===== config.mk =====
export PLATFORM = sky130hd
export DESIGN_NAME = uart_autobaud_ctrl
export DESIGN_NICKNAME = d
export VERILOG_FILES = /design/src/rtl/uart_autobaud_pkg.sv /design/src/rtl/uart_autobaud_edge_sync.sv /design/src/rtl/uart_autobaud_ctrl.sv
export SDC_FILE = /design/constraint.sdc
export NUM_CORES = 1
export LEC_CHECK = 0
export CORE_MARGIN = 3
export CORE_UTILIZATION = 59
export DETAILED_ROUTE_END_ITERATION = 16
export PLACE_DENSITY = 0.74
export SLEW_MARGIN = 20
export SYNTH_ARGS = -nofsm -noshare
export SYNTH_HDL_FRONTEND = slang
export SYNTH_SLANG_ARGS = --single-unit

===== constraint.sdc =====
create_clock -name clk -period 7.6 [get_ports clk]
set_clock_uncertainty 0.2 [all_clocks]
set_input_delay 1.52 -clock clk [delete_from_list [all_inputs] [get_ports clk]]
set_output_delay 1.52 -clock clk [all_outputs]
set_load 0.02 [all_outputs]

===== src/rtl/uart_autobaud_pkg.sv =====
// Shared types and constants for the UART auto-baud controller.
package uart_autobaud_pkg;

  typedef enum logic [2:0] {
    ST_IDLE    = 3'd0,
    ST_ARM     = 3'd1,
    ST_MEASURE = 3'd2,
    ST_CALC    = 3'd3,
    ST_FIN     = 3'd4
  } state_e;

  localparam int CNT_W_DEF    = 21;
  localparam int EDGE_TARGET  = 5;
  localparam int ROUND_FRAC   = 8;
  localparam int ROUND_INT    = 64;
  localparam int FRAC_SHIFT   = 4;
  localparam int INT_SHIFT    = 7;
  localparam int BAUD_VAL_MAX = 8191;

endpackage


===== src/rtl/uart_autobaud_edge_sync.sv =====
// Two-flop synchronizer for rx followed by a registered falling-edge detector.
// The fall flag is a one-cycle pulse three clocks after the rx transition.
module uart_autobaud_edge_sync (
  input  logic clk,
  input  logic reset,
  input  logic rx,
  output logic fall
);

  logic sync1_q, sync1_d;
  logic sync2_q, sync2_d;
  logic prev_q, prev_d;
  logic fall_q, fall_d;

  always_comb begin
    sync1_d = rx;
    sync2_d = sync1_q;
    prev_d  = sync2_q;
    fall_d  = prev_q & ~sync2_q;
  end

  // Idle line is high, so the chain resets to 1 to avoid a spurious edge.
  always_ff @(posedge clk) begin
    if (reset) begin
      sync1_q <= 1'b1;
      sync2_q <= 1'b1;
      prev_q  <= 1'b1;
      fall_q  <= 1'b0;
    end else begin
      sync1_q <= sync1_d;
      sync2_q <= sync2_d;
      prev_q  <= prev_d;
      fall_q  <= fall_d;
    end
  end

  assign fall = fall_q;

endmodule


===== src/rtl/uart_autobaud_ctrl.sv =====
// Auto-baud controller: times five falling edges of a 0x55 character and derives the divider.
// Define UART_AUTOBAUD_FRACTION_EN to produce the 1/8 fractional divider; otherwise it stays 0.
module uart_autobaud_ctrl
  import uart_autobaud_pkg::*;
#(
  parameter logic [12:0] DEFAULT_BAUD_VAL = 13'd26,
  parameter int          CNT_W            = CNT_W_DEF
) (
  input  logic        clk,
  input  logic        reset,
  input  logic        start,
  input  logic        rx,
  output logic [12:0] baud_val,
  output logic [2:0]  baud_val_fraction,
  output logic        baud_load,
  output logic        busy,
  output logic        done,
  output logic        err
);

  localparam int XW = (CNT_W + 1 > 14) ? CNT_W + 1 : 14;

  logic fall;

  uart_autobaud_edge_sync u_edge_sync (
    .clk   (clk),
    .reset (reset),
    .rx    (rx),
    .fall  (fall)
  );

  state_e             state_q, state_d;
  logic [CNT_W-1:0]   cnt_q, cnt_d;
  logic [2:0]         edge_q, edge_d;
  logic [CNT_W-1:0]   i1_q, i1_d;
  logic [CNT_W-1:0]   last_q, last_d;
  logic [12:0]        baud_val_q, baud_val_d;
  logic [2:0]         frac_q, frac_d;
  logic               load_q, load_d;
  logic               busy_q, busy_d;
  logic               done_q, done_d;
  logic               err_q, err_d;

  logic [2:0]         edge_inc;
  logic [CNT_W-1:0]   ivl;
  logic [CNT_W-1:0]   ivl_lo;
  logic [CNT_W:0]     ivl_hi;
  logic               ivl_out;
  logic [XW-1:0]      qi;
  logic [12:0]        bv_calc;
  logic [2:0]         frac_calc;
  logic               calc_bad;
  logic               abort;

  // Every 2-bit interval must stay within +/-25% of the first one.
  assign edge_inc = edge_q + 3'd1;
  assign ivl      = cnt_q - last_q;
  assign ivl_lo   = i1_q - (i1_q >> 2);
  assign ivl_hi   = {1'b0, i1_q} + {1'b0, (i1_q >> 2)};
  assign ivl_out  = (ivl < ivl_lo) || ({1'b0, ivl} > ivl_hi);

`ifdef UART_AUTOBAUD_FRACTION_EN
  logic [XW-1:0] q;
  always_comb begin
    q         = (XW'(cnt_q) + XW'(ROUND_FRAC)) >> FRAC_SHIFT;
    qi        = q >> 3;
    frac_calc = q[2:0];
  end
`else
  always_comb begin
    qi        = (XW'(cnt_q) + XW'(ROUND_INT)) >> INT_SHIFT;
    frac_calc = 3'd0;
  end
`endif

  assign calc_bad = (qi == '0) || (qi > XW'(BAUD_VAL_MAX + 1));
  assign bv_calc  = 13'(qi - XW'(1));

  always_comb begin
    state_d    = state_q;
    cnt_d      = cnt_q;
    edge_d     = edge_q;
    i1_d       = i1_q;
    last_d     = last_q;
    baud_val_d = baud_val_q;
    frac_d     = frac_q;
    load_d     = 1'b0;
    busy_d     = busy_q;
    done_d     = done_q;
    err_d      = err_q;
    abort      = 1'b0;
    case (state_q)
      ST_IDLE: begin
        if (start) begin
          state_d = ST_ARM;
          busy_d  = 1'b1;
          done_d  = 1'b0;
          err_d   = 1'b0;
        end
      end
      ST_ARM: begin
        if (fall) begin
          state_d = ST_MEASURE;
          cnt_d   = CNT_W'(1);
          edge_d  = 3'd1;
          last_d  = '0;
        end
      end
      ST_MEASURE: begin
        cnt_d = cnt_q + CNT_W'(1);
        if (cnt_q == '1) begin
          abort = 1'b1;
        end else if (fall) begin
          edge_d = edge_inc;
          last_d = cnt_q;
          if (edge_q == 3'd1) begin
            i1_d = ivl;
          end else if (ivl_out) begin
            abort = 1'b1;
          end
          // Freeze C at the span between the first and last edge.
          if (!abort && edge_inc == 3'(EDGE_TARGET)) begin
            state_d = ST_CALC;
            cnt_d   = cnt_q;
          end
        end
      end
      ST_CALC: begin
        if (calc_bad) begin
          abort = 1'b1;
        end else begin
          state_d    = ST_FIN;
          baud_val_d = bv_calc;
          frac_d     = frac_calc;
          load_d     = 1'b1;
          done_d     = 1'b1;
          busy_d     = 1'b0;
        end
      end
      ST_FIN: begin
        state_d = ST_IDLE;
      end
      default: begin
        state_d = ST_IDLE;
      end
    endcase
    if (abort) begin
      state_d = ST_IDLE;
      busy_d  = 1'b0;
      err_d   = 1'b1;
    end
  end

  always_ff @(posedge clk) begin
    if (reset) begin
      state_q    <= ST_IDLE;
      cnt_q      <= '0;
      edge_q     <= '0;
      i1_q       <= '0;
      last_q     <= '0;
      baud_val_q <= DEFAULT_BAUD_VAL;
      frac_q     <= '0;
      load_q     <= 1'b0;
      busy_q     <= 1'b0;
      done_q     <= 1'b0;
      err_q      <= 1'b0;
    end else begin
      state_q    <= state_d;
      cnt_q      <= cnt_d;
      edge_q     <= edge_d;
      i1_q       <= i1_d;
      last_q     <= last_d;
      baud_val_q <= baud_val_d;
      frac_q     <= frac_d;
      load_q     <= load_d;
      busy_q     <= busy_d;
      done_q     <= done_d;
      err_q      <= err_d;
    end
  end

  assign baud_val          = baud_val_q;
  assign baud_val_fraction = frac_q;
  assign baud_load         = load_q;
  assign busy              = busy_q;
  assign done              = done_q;
  assign err               = err_q;

endmodule


==> results_dict.tcl, run 1 <==
set metrics [dict create \
    portBuffers 20 \
    path_delay_family "compound AO/OA/AOI/OAI gates" \
    finalHoldViolCount 0 \
    ir_worst_vdd_uv 157 \
    yosysSeqAreaShare_pct 22.2 \
    grt_use_met3_pct 2.79 \
    drt_iter0_markers 358 \
    cp-start-kind "flip-flop" \
    clock-sinks 90 \
    clk_pin_slew_ns 0.07 \
    first_global_vias 6748 \
    internal_power_w 0.000808 \
    cts_setup_buffers 0 \
    slowest_delay_ns 0.77 \
    crit_type "reg2reg" \
    status "finished clean" \
    dp_hpwl_um 13700 \
    clockRootBuffer "clkbuf_16" \
    most-common-layout-cells "nor2_1, ha_1, a21oi_1" \
    p_leak_nw 3.57 \
    cts_resized 0 \
    rrSetupSlack_ns 1.40 \
    fin_cells 1210 \
    firstDrtPassIters 5 \
    yosys.cell_types.count 77 \
    cp.buffers_inverters 2 \
    clock_latency_ns 0.35 \
    drc 0 \
    timing.rr.start "cnt_q[0]$_SDFFE_PP0P_" \
    fin_crit_sh_pct 81.5 \
    pwr-share-seq_pct 45.7 \
    maxCapViolations 0 \
    r2r_end "cnt_q[14]$_SDFFE_PP0P_" \
    grt_max_degree 68 \
    detail_route.vias_per_cell 5.82 \
    globalplace.congestion 0.883 \
    grt_setup_unrepaired "false" \
    min_period_ns 6.20 \
    core-area_mm2 0.0133 \
    final_common_cell "nor2_1" \
    place_inst 1194 \
    relSlewSlack_pct 40.0 \
    cts_hold_buf 0 \
    synth.avg_cell_area_um2 7.77 \
    cts_buffers 9 \
    n_antenna_cell 0 \
    antenna_found_initial 0 \
    synth_area_mm2 0.00813 \
    use_met1_pct 34.1 \
    num_io_pins 24 \
    grt_pass1_wl_um 31700 \
    areaGrowthSynthToFinish_pct 6.87 \
    crit_required_ns 7.67 \
    yosysTopAreaCell "dfxtp_1" \
    cp_num_cells 23 \
    wl_um 18400 \
    synth_cells 1046 \
    nets 1139 \
    grt_most_used_layer "met2" \
    async_flop_share_pct 0 \
    dieArea_mm2 0.0152 \
    final_max_slew_viol_count 0 \
    drive_gt1_share_pct 5.03 \
    clockBufferDepth 2 \
    initial_core_util_pct 60.9 \
    cp_max_fo 14 \
    setup_viol_count_final 0 \
    end_kind "flip-flop" \
    power_frac_comb_pct 3.0 \
    grt.overflow.total 0 \
    fillers 1218 \
    yosys-top-cells-area "dfxtp_1, ha_1, xnor2_1" \
    synth_top_area_share_pct 22.2 \
    h-tree-depth 3 \
    synth_ff_type "dfxtp_1" \
    reg2regPathDepth 23 \
    grtUsageTotal_pct 25.6 \
    wl_per_cell_um 15.2 \
    fp.dieH_um 123 \
    whs_ns 0.207 \
    die_w_um 123 \
    rows 42 \
    vias 7039 \
    cts_tree "yes" \
    arrival_ns 6.27 \
    critPathLaunch "cnt_q[0]$_SDFFE_PP0P_" \
    ys_seq_elements 90 \
    min_path_type "reg2reg" \
    worstMarginPinSlew_ns 0.899 \
    switching_power_w 0.000233 \
    slowest_stage "a2111oi_0" \
    endpoint "cnt_q[14]$_SDFFE_PP0P_" \
    ant_nets 0 \
    clkPwrFrac_pct 51.3 \
    fmaxAchievable_mhz 161 \
    synth_edf_count 0 \
    pwr_density_cell_mw_per_mm2 120 \
    crit_chain "inv_1 -> ha_1 -> inv_1 -> fa_1 -> a21o_1 -> a21o_1 -> a2111oi_0 -> o31ai_1 -> a211oi_1 -> nor3_1 -> a221o_1 -> a21oi_1 -> xnor2_1 -> ha_1 -> nand4_1 -> nor3_1 -> nand2_1 -> or3_1 -> a31o_1 -> a221oi_4 -> nor2_4 -> a41o_1 -> a21oi_1" \
    switching_share_pct 22.4 \
    setup_tns_ns 0 \
    grt_util_met2_pct 42.4 \
    ys_warn_count 0 \
]
## cells by family after synthesis
family                     Yosys count  synth area share, %
AOI/OAI and AO/OA                  262                 22.5
buffers and inverters              135                 6.63
DFF                                 90                 22.2
muxes                                9                 1.14
and+or+nand+nor                    361                 22.1
xor gates and xnor gates            82                 8.84
other                                1               0.0461
adders and majority gates          106                 16.6
## power groups by stage
stage	combinational, W	sequential (W)	clock [W]
4_1_cts	0.0000314	0.000476	0.000543
5_1_grt	0.0000349	0.000476	0.000555
2_1_floorplan	0.0000236	0.000487	0
3_5_place_dp	0.0000312	0.000487	0
6_report	0.0000315	0.000476	0.000534
3_3_place_gp	0.0000312	0.000487	0
## flip-flops by register name, summed over array words and instances (netlist names), 3 cells and up
register,count
state_q,3
last_q,21
cnt_q,21
baud_val,13
edge_q,3
i1_q,21
## stage by stage
step | power, W | utilization [%] | setup WS (ns) | area [um^2]
finish | 0.00104 | 65.1 | 1.40 | 8690
global route | 0.00107 | 65.1 | 1.03 | 8690
CTS | 0.00105 | 65.1 | 1.39 | 8690
detailed placement | 0.000518 | 62.5 | 1.43 | 8340
global placement | 0.000518 | 62.5 | 1.46 | 8340
floorplan | 0.000511 | - | 2.14 | 8140
## worst min-delay path, cell delays in order (launching register included)
cell and delay [ns]:
dfxtp_1 0.30, inv_1 0.04, nor2_1 0.03
## per-layer routing
| layer | vias up | share of wire, % | routed length, um |
|---|---|---|---|
| li1 | 3643 | - | - |
| met4 | 0 | 2.5 | 459 |
| met1 | 3244 | 49 | 9020 |
| met3 | 30 | 2.6 | 472 |
| met2 | 122 | 46 | 8470 |
| met5 | - | 0 | 0 |
## worst min path at each step
stage | from | endpoint | slack [ns] | cells past startpoint
global placement | u_edge_sync.prev_q$_SDFF_PP1_ | u_edge_sync.fall$_SDFF_PP0_ | 0.20 | 2
CTS | u_edge_sync.prev_q$_SDFF_PP1_ | u_edge_sync.fall$_SDFF_PP0_ | 0.21 | 2
finish | u_edge_sync.prev_q$_SDFF_PP1_ | u_edge_sync.fall$_SDFF_PP0_ | 0.21 | 2
detailed placement | u_edge_sync.prev_q$_SDFF_PP1_ | u_edge_sync.fall$_SDFF_PP0_ | 0.20 | 2
floorplan | u_edge_sync.sync1_q$_SDFF_PP1_ | u_edge_sync.prev_d$_SDFF_PP1_ | 0.19 | 1
global route | u_edge_sync.prev_q$_SDFF_PP1_ | u_edge_sync.fall$_SDFF_PP0_ | 0.23 | 2
## synth_stat cells (all sizes together) (9+ instances only)
cell type / count
nor2: 115
ha: 103
a21oi: 95
dfxtp: 90
inv: 83
nand2: 81
xnor2: 58
clkbuf: 38
o21ai: 27
nand3: 24
xor2: 24
a21o: 23
a22oi: 22
nor3: 20
and3: 17
nand2b: 15
nand4: 15
nor2b: 15
buf: 14
or3: 12
o21bai: 11
a31o: 10
and2: 10
a211oi: 9
## area by class of cell
cell class | instances | area, um^2 | area share (%)
flip-flops and latches | 90 | 1800 | 20.7
repair buffers | 22 | 210 | 2.42
clock inverters | 7 | 123 | 1.41
multi-input cells | 823 | 5790 | 66.7
clock buffers | 9 | 225 | 2.59
inverters | 83 | 312 | 3.59
well taps | 176 | 220 | 2.54
Note: power is estimated with default switching activity, not from simulation.
==> run 2: changes to the inputs <==
--- a/config.mk
+++ b/config.mk
@@ -6,9 +6,9 @@
 export NUM_CORES = 1
 export LEC_CHECK = 0
 export CORE_MARGIN = 3
-export CORE_UTILIZATION = 59
+export CORE_UTILIZATION = 57
 export DETAILED_ROUTE_END_ITERATION = 16
-export PLACE_DENSITY = 0.74
+export PLACE_DENSITY = 0.75
 export SLEW_MARGIN = 20
 export SYNTH_ARGS = -nofsm -noshare
 export SYNTH_HDL_FRONTEND = slang
==> constraint.sdc (replaced) <==
create_clock -name clk -period 5.28 [get_ports clk]
set_clock_uncertainty 0.2 [all_clocks]
set_input_delay 1.056 -clock clk [delete_from_list [all_inputs] [get_ports clk]]
set_output_delay 1.056 -clock clk [all_outputs]
set_load 0.02 [all_outputs]
==> run 2 against run 1 <==
Compared with the run above: the flow now finishes with violations (setup timing); non-clock buffer count up 83; die area is 3.3% higher; hold slack improved by 0.0033 ns; core utilization increased by 3.6 points; first-iteration DRC count is 57% higher; via count increased by 6.2%; register-to-register slack lost 1.6 ns; final cell count grew 7.3%; final area increased by 10%; wire length up 10%; clock-buffer cell count unchanged; combinational power up 60%; largest cell class unchanged.
==> results_dict.tcl, run 2 (synthesis results as in run 1) <==
set metrics [dict create \
    status "finished with violations" \
    violations "setup timing" \
    hold_path_startpoint "u_edge_sync.prev_q$_SDFF_PP1_" \
    cp.buffers_inverters 5 \
    whs_ns 0.210 \
    firstDrtPassIters 5 \
    grtUsageTotal_pct 25.4 \
    setup_tns_ns -2.09 \
    vias 7474 \
    clockBufferDepth 2 \
    clockRootBuffer "clkbuf_16" \
    cts_hold_buf 0 \
    fp.dieH_um 125 \
    reg.largest.list "cnt_q (21), i1_q (21), last_q (21)" \
    grt_max_degree 49 \
    drt_iter0_markers 563 \
    crit_required_ns 5.30 \
    initial_core_util_pct 58.3 \
    n_antenna_cell 0 \
    pre_cts_slack_ns -0.315 \
    slowest_stage "a2111oi_4" \
    wl_um 20300 \
    cp-start-kind "flip-flop" \
    dp_hpwl_um 14600 \
    setup_viol_count_final 24 \
    globalplace.congestion 0.889 \
    ir_worst_vdd_uv 177 \
    grt_pass1_wl_um 33800 \
    final_common_cell "nor2_1" \
    arrival_ns 5.48 \
    p_leak_nw 4.05 \
    min_path_type "reg2reg" \
    grt.overflow.total 0 \
    drc 0 \
    path_delay_family "compound AO/OA/AOI/OAI gates" \
    slowest_delay_ns 0.41 \
    final_max_slew_viol_count 0 \
    die_w_um 125 \
    fmaxAchievable_mhz 183 \
    clock_latency_ns 0.36 \
    dieArea_mm2 0.0157 \
    crit_top_cell "a21o_1" \
    end_kind "flip-flop" \
    cts_buffers 9 \
    rrSetupSlack_ns -0.18 \
    most-common-layout-cells "nor2_1, ha_1, dfxtp_1" \
    detail_route.vias_per_cell 5.76 \
    nets 1223 \
    setup_ws_ns -0.182 \
    crit_type "reg2reg" \
    worstMarginPinSlew_ns 0.935 \
    finalHoldViolCount 0 \
    maxCapViolations 0 \
    antenna_found_initial 0 \
    portBuffers 20 \
    rows 43 \
    cp_max_fo 6 \
    cts_tree "yes" \
    min_period_ns 5.46 \
    timing.rr.start "cnt_q[0]$_SDFFE_PP0P_" \
    num_io_pins 24 \
    clock-sinks 90 \
    first_global_vias 7282 \
    areaGrowthSynthToFinish_pct 17.7 \
    critPathLaunch "cnt_q[0]$_SDFFE_PP0P_" \
    fin_crit_sh_pct 103 \
    clk_pin_slew_ns 0.07 \
    pwr_density_cell_mw_per_mm2 151 \
    wl_per_cell_um 15.6 \
    ant_nets 0 \
    relSlewSlack_pct 37.7 \
    drive_gt1_share_pct 16.4 \
    grt_setup_unrepaired "true" \
    core-area_mm2 0.0139 \
    h-tree-depth 3 \
]
==> run 2: metal layers <==
metal  vias to the layer above  global-route usage, %  routed length [um]
li1                       3806                      -                   -
met1                      3471                   33.0                9680
met2                       171                   43.9                9470
met3                        26                   3.25                 733
met4                         0                   7.97                 382
met5                         -                      0                   0
==> run 2: area by class of cell <==
type / count / area, um^2
sequential: 90 / 1810
inverter: 83 / 312
clock inverter: 7 / 95.1
timing repair buffer: 105 / 853
clock buffer: 9 / 225
fill: 1156 / 4370
tap: 180 / 225
multi-input combinational: 824 / 6050
==> run 2: repair_timing <==
action | CTS | global route
cloned | 0 | 1
pin swaps | 23 | 40
setup buffers | 5 | 10
gates resized for setup | 25 | 34
endpoints found under the setup margin | 27 | 27
==> run 2: final timing paths <==
kind              cells after the start                     endpoint
setup / recovery                     25       cnt_q[19]$_SDFFE_PP0P_
hold / removal                        2  u_edge_sync.fall$_SDFF_PP0_
setup reg to reg                     25       cnt_q[19]$_SDFFE_PP0P_
hold reg to reg                       2  u_edge_sync.fall$_SDFF_PP0_
==> run 2: power breakdown <==
group | switching, W | internal, W
logic | 0.0000345 | 0.0000159
registers | 0.00000254 | 0.000681
clock network | 0.000328 | 0.000383
total | 0.000365 | 0.00108
==> run 2: worst reg2reg max path: cells and delay by family (launching register included) <==
kind	cells	cell delay [ns]
DFF	1	0.32
and+or+nand+nor	3	0.67
buffers and inverters	5	0.62
AOI/OAI and AO/OA	13	2.53
xor gates and xnor gates	1	0.16
adders and majority gates	3	0.85
==> run 2: per-stage QoR <==
stage / instance area (um^2) / util, % / total power (W) / instances
after CTS: 9340 / 67.0 / 0.00145 / 1289
after global placement: 8910 / 63.9 / 0.000747 / 1271
final: 9570 / 68.6 / 0.00144 / 1298
after global routing: 9570 / 68.6 / 0.00149 / 1298
after floorplan: 8140 / - / 0.000735 / 1048
after detailed placement: 8910 / 63.9 / 0.000748 / 1271
==> run 3: changes to the inputs <==
--- a/config.mk
+++ b/config.mk
@@ -12,4 +12,5 @@
 export SLEW_MARGIN = 20
 export SYNTH_ARGS = -nofsm -noshare
 export SYNTH_HDL_FRONTEND = slang
+export SYNTH_HIERARCHICAL = 1
 export SYNTH_SLANG_ARGS = --single-unit
==> run 3 against run 2 <==
Compared with the run above: the flow now finishes without violations; hold slack lost 0.0047 ns; global-route usage shrank 1.2 points; total power decreased by 2.4%; worst setup slack gained 0.40 ns; combinational power is 11% lower; wire length shrank 4.0%.
==> results_dict.tcl, run 3 <==
set metrics [dict create \
    core-area_mm2 0.0140 \
    areaGrowthSynthToFinish_pct 9.74 \
    slowest_delay_ns 0.39 \
    clock_latency_ns 0.36 \
    portBuffers 20 \
    synth_edf_count 0 \
    drive_gt1_share_pct 8.93 \
    wl_per_cell_um 15.6 \
    clock-sinks 90 \
    dieArea_mm2 0.0160 \
    die_w_um 126 \
    fillers 1225 \
    grt.overflow.total 0 \
    pwr_density_cell_mw_per_mm2 156 \
    status "finished clean" \
    most-common-layout-cells "nand2_1, ha_1, a21oi_1" \
    ys_top_cells_by_count "ha_1, nand2_1, a21oi_1" \
    grtUsageTotal_pct 24.2 \
    final_cell_area_mm2 0.00907 \
    ys_warn_count 6 \
    yosysMostFrequentCell "ha_1" \
    fin_cells 1244 \
    crit_required_ns 5.37 \
    synth.avg_cell_area_um2 7.85 \
    vias 7187 \
    firstDrtPassIters 5 \
    min_path_type "reg2reg" \
    ys_seq_elements 90 \
    finalHoldViolCount 0 \
    cp_max_fo 11 \
    power_w 0.00141 \
    placed_area_mm2 0.00860 \
    slowest_stage "fa_1" \
    globalplace.congestion 0.902 \
    yosys-top-cells-area "dfxtp_1, ha_1, xnor2_1" \
    clockRootBuffer "clkbuf_16" \
    nets 1169 \
    setup_viol_count_final 0 \
    drt_iter0_markers 469 \
    min_path_cells 1 \
    rows 43 \
    yosysTopAreaCell "dfxtp_1" \
    drc 0 \
    num_io_pins 24 \
    async_flop_share_pct 0 \
    wl_um 19400 \
    timing.rr.start "i1_q[0]$_SDFFE_PP0P_" \
    arrival_ns 5.15 \
    min_period_ns 5.06 \
    first_global_vias 6692 \
    reg2regPathDepth 27 \
    p_leak_nw 3.80 \
    wl_met2_um 9140 \
    cts_buffers 9 \
    wl_met3_um 725 \
    synth_area_mm2 0.00826 \
    cts_tree "yes" \
    whs_ns 0.206 \
    pre_cts_slack_ns 0.0434 \
    fmaxAchievable_mhz 198 \
    crit_type "reg2reg" \
    final_max_slew_viol_count 0 \
    yosysSeqAreaShare_pct 21.8 \
    synth_cells 1053 \
    crit_top_cell "a21o_1" \
    clk_pin_slew_ns 0.07 \
    yosys.cell_types.count 75 \
    h-tree-depth 3 \
    fp.dieH_um 126 \
    grt_max_degree 46 \
    initial_core_util_pct 58.9 \
    worst_hold_path.endpoint "u_edge_sync/prev_d$_SDFF_PP1_" \
    top_layer_used "met4" \
    antenna_found_initial 0 \
    wl_met1_um 9120 \
    detail_route.vias_per_cell 5.78 \
    r2r_end "cnt_q[12]$_SDFFE_PP0P_" \
    cp-start-kind "flip-flop" \
    synth_ff_type "dfxtp_1" \
    setup_ws_ns 0.218 \
    place_inst 1222 \
    hold_path_startpoint "u_edge_sync/sync1_q$_SDFF_PP1_" \
    clockBufferDepth 2 \
    worstMarginPinSlew_ns 0.918 \
    grt_pass1_wl_um 32400 \
    dp_hpwl_um 14400 \
    fin_crit_sh_pct 95.9 \
    end_kind "flip-flop" \
    maxCapViolations 0 \
    rrSetupSlack_ns 0.22 \
    synth_top_area_share_pct 21.8 \
    ant_nets 0 \
    relSlewSlack_pct 38.6 \
    ir_worst_vdd_uv 189 \
    n_antenna_cell 0 \
    reg.largest.list "cnt_q (21), i1_q (21), last_q (21)" \
]
## run 3: cell count changes after synthesis, sizes merged, moves of 11 or more
cell / delta
nand2b: +17
mux2i: +24
xnor2: +11
nor2: -31
buf: +11
nand2: +21
## run 3: where the power goes
part            total, W  switching [W]  internal (W)
Combinational  0.0000448      0.0000304     0.0000144
Sequential      0.000685     0.00000324      0.000682
Clock           0.000680       0.000307      0.000374
Total            0.00141       0.000340       0.00107
## run 3: how the worst max path moves through the flow
stage / startpoint / endpoint / slack, ns
after global routing: i1_q[0]$_SDFFE_PP0P_ / cnt_q[10]$_SDFFE_PP0P_ / -0.03
after floorplan: i1_q[2]$_SDFFE_PP0P_ / cnt_q[10]$_SDFFE_PP0P_ / 0.58
after global placement: i1_q[2]$_SDFFE_PP0P_ / cnt_q[12]$_SDFFE_PP0P_ / 0.19
final: i1_q[0]$_SDFFE_PP0P_ / cnt_q[12]$_SDFFE_PP0P_ / 0.22
after detailed placement: i1_q[2]$_SDFFE_PP0P_ / cnt_q[12]$_SDFFE_PP0P_ / 0.04
after CTS: i1_q[2]$_SDFFE_PP0P_ / cnt_q[12]$_SDFFE_PP0P_ / 0.06
## run 3: layer usage
| layer | vias to the layer above | track usage (%) |
|---|---|---|
| met1 | 3320 | 32.4 |
| met2 | 141 | 40.6 |
| met3 | 34 | 4.25 |
| met5 | - | 0 |
| met4 | 0 | 5.93 |
| li1 | 3692 | - |
## run 3: logic make-up after synthesis
logic type	count (synthesis)	synth area share, %
mux	31	3.80
other cells	1	0.0454
fa+ha+maj	106	16.3
buf+inv	135	6.87
flops	90	21.8
compound gates	271	22.1
simple gates	336	20.2
xor+xnor	83	8.89
## run 3: layout make-up
cell class	count	area, um^2	share of cell area (%)
flip-flops and latches	90	1810	19.9
multi-input cells	830	6030	66.5
clock buffers	10	229	2.52
clock inverters	6	72.6	0.800
repair buffers	49	413	4.55
inverters	79	297	3.27
well taps	180	225	2.48
## run 3: timing repair
item | in CTS | in global routing
pin swaps | 0 | 10
gates cloned | 0 | 0
endpoints found under the setup margin | 4 | 25
setup buffers | 0 | 6
resized for setup | 1 | 22
hold buffers | 0 | 0
## run 3: worst max-delay path: cells and delay by family, from the launching register on
kind,cells,cell delay (ns)
AOI/OAI and AO/OA,16,2.69
adders and majority gates,3,0.81
DFF,1,0.34
and+or+nand+nor,3,0.31
buffers and inverters,3,0.30
muxes,1,0.19
xor gates and xnor gates,1,0.15
## run 3: per-stage QoR
stage	setup TNS, ns	util [%]
after global placement	0	61.3
after global routing	-0.174	64.6
after CTS	0	63.4
after detailed placement	0	61.3
final	0	64.6
after floorplan	0	-
